## config.mk

```make
export PLATFORM = sky130hd
export DESIGN_NAME = ieee_sd_arbiter_flat
export DESIGN_NICKNAME = d
export VERILOG_FILES = /design/src/rtl/ieee_sd_arbiter_if.sv /design/src/rtl/ieee_sd_arbiter.sv /design/src/flat_wrapper.sv
export SDC_FILE = /design/constraint.sdc
export NUM_CORES = 1
export LEC_CHECK = 0
export CAP_MARGIN = 10
export CORE_MARGIN = 4
export CORE_UTILIZATION = 40
export CTS_CLUSTER_SIZE = 40
export DETAILED_ROUTE_END_ITERATION = 8
export GPL_ROUTABILITY_DRIVEN = 0
export PLACE_DENSITY = 0.87
export SETUP_SLACK_MARGIN = 0.3
export SYNTH_ARGS = -nofsm -noshare
export SYNTH_HDL_FRONTEND = slang
export SYNTH_SLANG_ARGS = --single-unit
```

## constraint.sdc

```tcl
create_clock -name clk_sys -period 2.32 [get_ports clk_sys]
set_input_delay 0.348 -clock clk_sys [delete_from_list [all_inputs] [get_ports clk_sys]]
set_output_delay 0.348 -clock clk_sys [all_outputs]
set_load 0.02 [all_outputs]
```

## src/rtl/ieee_sd_arbiter_if.sv

```systemverilog
// SD request bus between the per-device block request arrays and the single host SD port.
interface ieee_sd_arbiter_if #(
  parameter int NBD = 2,
  parameter int SW  = (NBD > 1) ? $clog2(NBD) : 1
);
  // Device side, one entry per block device
  logic [31:0]    dev_lba      [NBD];
  logic [5:0]     dev_blk_cnt  [NBD];
  logic [NBD-1:0] dev_rd;
  logic [NBD-1:0] dev_wr;
  logic [NBD-1:0] dev_ack;
  logic [7:0]     dev_buff_din [NBD];

  // Host side
  logic [31:0]    host_lba;
  logic [5:0]     host_blk_cnt;
  logic           host_rd;
  logic           host_wr;
  logic           host_ack;
  logic [7:0]     host_buff_din;
  logic [SW-1:0]  host_sel;
  logic           busy;

  // Arbiter view
  modport master (
    input  dev_lba, dev_blk_cnt, dev_rd, dev_wr, dev_buff_din, host_ack,
    output dev_ack, host_lba, host_blk_cnt, host_rd, host_wr, host_buff_din, host_sel, busy
  );

  // Environment view: devices plus host controller
  modport slave (
    output dev_lba, dev_blk_cnt, dev_rd, dev_wr, dev_buff_din, host_ack,
    input  dev_ack, host_lba, host_blk_cnt, host_rd, host_wr, host_buff_din, host_sel, busy
  );
endinterface

```

## src/rtl/ieee_sd_arbiter.sv

```systemverilog
// Round-robin arbiter serialising per-device SD block requests onto one host SD port.
module ieee_sd_arbiter #(
  parameter int NBD = 2,
  parameter int SW  = (NBD > 1) ? $clog2(NBD) : 1
) (
  input logic               clk_sys,
  input logic               reset_n,
  ieee_sd_arbiter_if.master sd
);

  localparam logic [1:0] IDLE = 2'd0;
  localparam logic [1:0] REQ  = 2'd1;
  localparam logic [1:0] XFER = 2'd2;
  localparam logic [1:0] DONE = 2'd3;

  // Device 0 gets first priority out of reset
  localparam logic [SW-1:0] LastRst = SW'(NBD - 1);

  logic [1:0]     rst_sync;
  logic           rst_int_n;
  logic [1:0]     state_q, state_d;
  logic [SW-1:0]  sel_q, sel_d;
  logic [SW-1:0]  last_q, last_d;
  logic [31:0]    lba_q, lba_d;
  logic [5:0]     cnt_q, cnt_d;
  logic           rd_q, rd_d;
  logic           wr_q, wr_d;
  logic [NBD-1:0] pending;
  logic [NBD-1:0] ack_c;
  logic [SW-1:0]  grant_idx;
  logic           grant_ok;

  // Reset synchroniser: asserts immediately, releases two edges after reset_n rises
  always_ff @(posedge clk_sys or negedge reset_n) begin
    if (!reset_n) begin
      rst_sync <= 2'b00;
    end else begin
      rst_sync <= {rst_sync[0], 1'b1};
    end
  end

  assign rst_int_n = rst_sync[1];
  assign pending   = sd.dev_rd | sd.dev_wr;

  // Round-robin scan: first pending device after the last one served
  always_comb begin
    int idx;
    idx       = 0;
    grant_ok  = 1'b0;
    grant_idx = '0;
    for (int k = 1; k <= NBD; k++) begin
      idx = (int'(last_q) + k) % NBD;
      if (!grant_ok && pending[SW'(idx)]) begin
        grant_ok  = 1'b1;
        grant_idx = SW'(idx);
      end
    end
  end

  // Next-state logic for the transfer FSM and latched grant
  always_comb begin
    state_d = state_q;
    sel_d   = sel_q;
    last_d  = last_q;
    lba_d   = lba_q;
    cnt_d   = cnt_q;
    rd_d    = rd_q;
    wr_d    = wr_q;
    case (state_q)
      IDLE: begin
        // A stray acknowledge blocks any new grant
        if (grant_ok && !sd.host_ack) begin
          sel_d   = grant_idx;
          lba_d   = sd.dev_lba[grant_idx];
          cnt_d   = sd.dev_blk_cnt[grant_idx];
          // Read wins a collision; the write remains pending
          rd_d    = sd.dev_rd[grant_idx];
          wr_d    = !sd.dev_rd[grant_idx];
          state_d = REQ;
        end
      end
      REQ: begin
        if (sd.host_ack) begin
          rd_d    = 1'b0;
          wr_d    = 1'b0;
          state_d = XFER;
        end
      end
      XFER: begin
        if (!sd.host_ack) begin
          state_d = DONE;
        end
      end
      DONE: begin
        last_d  = sel_q;
        state_d = IDLE;
      end
      default: state_d = IDLE;
    endcase
  end

  // Transfer state registers
  always_ff @(posedge clk_sys or negedge rst_int_n) begin
    if (!rst_int_n) begin
      state_q <= IDLE;
      sel_q   <= '0;
      last_q  <= LastRst;
      lba_q   <= '0;
      cnt_q   <= '0;
      rd_q    <= 1'b0;
      wr_q    <= 1'b0;
    end else begin
      state_q <= state_d;
      sel_q   <= sel_d;
      last_q  <= last_d;
      lba_q   <= lba_d;
      cnt_q   <= cnt_d;
      rd_q    <= rd_d;
      wr_q    <= wr_d;
    end
  end

  // Route the host acknowledge to the granted device only
  always_comb begin
    ack_c = '0;
    if (sd.host_ack && (state_q == REQ || state_q == XFER)) begin
      ack_c[sel_q] = 1'b1;
    end
  end

  assign sd.dev_ack       = ack_c;
  assign sd.host_lba      = lba_q;
  assign sd.host_blk_cnt  = cnt_q;
  assign sd.host_rd       = rd_q;
  assign sd.host_wr       = wr_q;
  assign sd.host_sel      = sel_q;
  assign sd.host_buff_din = sd.dev_buff_din[sel_q];
  assign sd.busy          = (state_q != IDLE);

endmodule

```

## src/flat_wrapper.sv

```systemverilog
// flat-port wrapper written by rule: the top's interface ports become plain ports
module ieee_sd_arbiter_flat 
#(
  parameter int NBD = 2,
  parameter int SW  = (NBD > 1) ? $clog2(NBD) : 1
)
  (clk_sys, reset_n, sd_dev_lba, sd_dev_blk_cnt, sd_dev_rd, sd_dev_wr, sd_dev_buff_din, sd_host_ack, sd_dev_ack, sd_host_lba, sd_host_blk_cnt, sd_host_rd, sd_host_wr, sd_host_buff_din, sd_host_sel, sd_busy);
  ieee_sd_arbiter_if #(.NBD(NBD), .SW(SW)) sd_i ();
  input logic clk_sys;
  input logic reset_n;
  input wire logic [$bits(sd_i.dev_lba)-1:0] sd_dev_lba;
  input wire logic [$bits(sd_i.dev_blk_cnt)-1:0] sd_dev_blk_cnt;
  input wire logic [$bits(sd_i.dev_rd)-1:0] sd_dev_rd;
  input wire logic [$bits(sd_i.dev_wr)-1:0] sd_dev_wr;
  input wire logic [$bits(sd_i.dev_buff_din)-1:0] sd_dev_buff_din;
  input wire logic [$bits(sd_i.host_ack)-1:0] sd_host_ack;
  output wire logic [$bits(sd_i.dev_ack)-1:0] sd_dev_ack;
  output wire logic [$bits(sd_i.host_lba)-1:0] sd_host_lba;
  output wire logic [$bits(sd_i.host_blk_cnt)-1:0] sd_host_blk_cnt;
  output wire logic [$bits(sd_i.host_rd)-1:0] sd_host_rd;
  output wire logic [$bits(sd_i.host_wr)-1:0] sd_host_wr;
  output wire logic [$bits(sd_i.host_buff_din)-1:0] sd_host_buff_din;
  output wire logic [$bits(sd_i.host_sel)-1:0] sd_host_sel;
  output wire logic [$bits(sd_i.busy)-1:0] sd_busy;
  assign sd_i.dev_lba = {>>{sd_dev_lba}};
  assign sd_i.dev_blk_cnt = {>>{sd_dev_blk_cnt}};
  assign sd_i.dev_rd = sd_dev_rd;
  assign sd_i.dev_wr = sd_dev_wr;
  assign sd_i.dev_buff_din = {>>{sd_dev_buff_din}};
  assign sd_i.host_ack = sd_host_ack;
  assign sd_dev_ack = sd_i.dev_ack;
  assign sd_host_lba = sd_i.host_lba;
  assign sd_host_blk_cnt = sd_i.host_blk_cnt;
  assign sd_host_rd = sd_i.host_rd;
  assign sd_host_wr = sd_i.host_wr;
  assign sd_host_buff_din = sd_i.host_buff_din;
  assign sd_host_sel = sd_i.host_sel;
  assign sd_busy = sd_i.busy;
  ieee_sd_arbiter #(.NBD(NBD), .SW(SW)) u_core (.clk_sys(clk_sys), .reset_n(reset_n), .sd(sd_i));
endmodule
```

==> flow_summary_export.csv <==
group,metric,value,unit
sta,min_period,1.96,ns
logic_synthesis,synth_top_area_share,47.2,%
global_route,grtUsageTotal,18.1,%
global_route,gr-total-overflow,0,
setup_path,worst-endpoint-required,1.97,ns
layout,n_antenna_cell,0,
cts,root_buffer,"clkbuf_8",
sta,fmax,510,MHz
layout,final_cell_mix,"clkdlybuf4s50_1, o21ai_0, dfrtp_1, mux2i_1, o21ai_1",
floorplanning,coreArea,5640,um^2
routing,ant_nets,0,
sta,finalSetupViolations,0,
sta,setup_tns,0,ns
flow_run,max_cap_viol_count,0,
sta,hold_viol,0,
layout,nets,475,
routing,drt_iter0_drc,64,
logic_synthesis,avgSynthCellArea,10.8,um^2
layout,drive_above_1_share,10.2,%
power,irDropWorstVdd,0.000628,V
floorplanning,start_util,42.3,%
routing,drt_pre_antenna_iters,4,
status,status,"finished clean",
sta,final_max_slew_viol_count,0,
routing,vias_per_cell,5.13,
logic_synthesis,synth.cell_area,2380,um^2
logic_synthesis,yosys_warnings,0,
place,placed_cell_area,3910,um^2
worst_hold_path,hp-class,"input port to asynchronous set/reset pin",
global_route,grt_pass1_vias,2272,
logic_synthesis,synth_cell_type_count,33,
global_route,grt_pass1_wl,10600,um
layout,layout_commonest_cell,"clkdlybuf4s50_1",
logic_synthesis,netlist_instances,221,
place,port_buffers,149,
layout,final_area,4070,um^2
cts,cts_buffer_depth,2,
floorplanning,die_x,85.2,um
routing,wl,7020,um
layout,synthToLayoutAreaGrowth,70.8,%
logic_synthesis,synthTopCellsByArea,"dfrtp_1, mux2i_1, o21ai_0, mux2_2, o21ai_1",
setup_path,path_class,"flop to output pin",
routing,post_drt_wl_per_cell,15.8,um
routing,num_vias,2278,
place,hpwl,5400,um
cts,clock_latency,0.29,ns
power,p_total,4.57,mW
cts,cts_max_level,2,
sta,max_slew_margin,39.3,%
setup_path,cp-start-kind,"flop",
power,powerDensity,1120,nW/um^2
floorplanning,rows,27,
cts,cts.sinks,46,
logic_synthesis,syn-num-nets,325,
sta,period_share,84.5,%
global_route,grt_max_degree,45,
cts,clkTransAtPathRegs,0.08,ns
logic_synthesis,synth_top_cell_by_area,"dfrtp_1",
logic_synthesis,ys_ff_latch,46,
logic_synthesis,synth_seq_area_share,48.3,%
sta,skew,0.00756,ns
floorplanning,die-area,7260,um^2
routing,drc,0,
setup_path,path_max_fanout,6,
global_route,antenna_found_initial,0,
cts,cts_made_buffers,5,
power,p_leak,1.78,nW
sta,worst_pin_slew,0.910,ns
setup_path,arrival,1.61,ns
floorplanning,die_h,85.2,um
setup_path,end_kind,"output pin",
sta,rsz0062_at_grt,"true",
floorplanning,io_pins,151,
cts,cts_tree,"done",
-- synth_stat cells --
cell type / n
or2_4: 1
clkbuf_1: 6
mux2_2: 10
o21bai_1: 1
buf_2: 1
clkbuf_2: 3
nor2b_1: 1
a31o_1: 1
nor2_1: 3
dfstp_2: 1
nand2b_1: 1
o21ai_1: 14
a221oi_2: 1
o21bai_2: 1
conb_1: 1
dfrtp_1: 45
mux2i_1: 38
a21oi_1: 2
inv_1: 4
ha_1: 5
o21ai_0: 65
buf_1: 1
nand2_1: 2
buf_4: 1
a2bb2oi_1: 1
or3_1: 1
and3_2: 1
a2111oi_0: 1
nand3_1: 1
nand2b_4: 1
nor2_2: 1
buf_8: 1
buf_6: 4
-- report_power, final --
part	total [mW]	internal, mW	switching, mW
clock network	0.579	0.321	0.258
logic	2.62	1.33	1.30
registers	1.37	1.16	0.204
total	4.57	2.81	1.76
-- worst max-delay path: stages (launching register included) --
cell and delay (ns):
dfrtp_2 0.43, mux2_2 0.36, clkdlybuf4s50_1 0.54
-- per-layer routing --
metal | vias to the layer above | part of all wire (%) | global-route usage [%]
li1 | 1094 | - | -
met1 | 1082 | 37 | 20.2
met2 | 94 | 52 | 33.2
met3 | 8 | 9.8 | 6.02
met4 | 0 | 1.2 | 4.17
met5 | - | 0 | 0
-- worst paths after layout --
kind                                                     start                        endpoint  slack, ns  cells after the start
worst max register to register   u_core.state_q[0]$_DFFE_PN0P_   u_core.sd.host_rd$_DFFE_PN0P_       0.42                      5
max in group asynchronous         u_core.rst_sync[1]$_DFF_PN0_  u_core.sd.host_sel$_DFFE_PN0P_       1.28                      0
worst min register to register    u_core.rst_sync[0]$_DFF_PN0_    u_core.rst_sync[1]$_DFF_PN0_       0.36                      0
worst max-delay path            u_core.sd.host_sel$_DFFE_PN0P_             sd_host_buff_din[1]       0.36                      2
worst min-delay path                                   reset_n    u_core.rst_sync[1]$_DFF_PN0_       0.21                      1
min in group clk_sys              u_core.rst_sync[0]$_DFF_PN0_    u_core.rst_sync[1]$_DFF_PN0_       0.36                      0
-- what timing repair did --
item | 4_1_cts | 5_1_grt
gates cloned | 0 | 0
hold buffers | 0 | 0
setup endpoints to repair | 11 | 9
buffers inserted | 3 | 3
gates resized for setup | 6 | 7
-- cell type report --
| type | instances | area, um^2 |
|---|---|---|
| multi-input combinational | 154 | 1110 |
| clock inverter | 2 | 37.5 |
| tap | 72 | 90.1 |
| fill | 433 | 1570 |
| timing repair buffer | 160 | 1590 |
| inverter | 4 | 15.0 |
| clock buffer | 6 | 72.6 |
| sequential | 46 | 1150 |
-- cell families after synthesis --
kind of cell	synth area share, %
compound gates	19.5
fa+ha+maj	2.62
buf+inv	5.40
flops	48.3
mux	20.7
other cells	0.157
simple gates	3.31
-- flip-flops by register name, summed over array words and instances (netlist names) --
name and count:
u_core.state_q 2, u_core.sd.host_rd 1, u_core.sd.host_blk_cnt 6, u_core.sd.host_wr 1, u_core.rst_sync 2, u_core.sd.host_sel 1, u_core.last_q 1, u_core.sd.host_lba 32
-- per-stage QoR --
stage / hold slack [ns] / cells / util (%) / setup WS [ns]
after CTS: 0.205 / 441 / 71.5 / 0.313
after global placement: 0.338 / 430 / 69.3 / 0.356
after floorplan: 0.0524 / 221 / - / 0.671
final: 0.208 / 444 / 72.2 / 0.358
after detailed placement: 0.342 / 430 / 69.3 / 0.204
after global routing: 0.195 / 444 / 72.2 / 0.282
(Power assumes the default switching activity.)
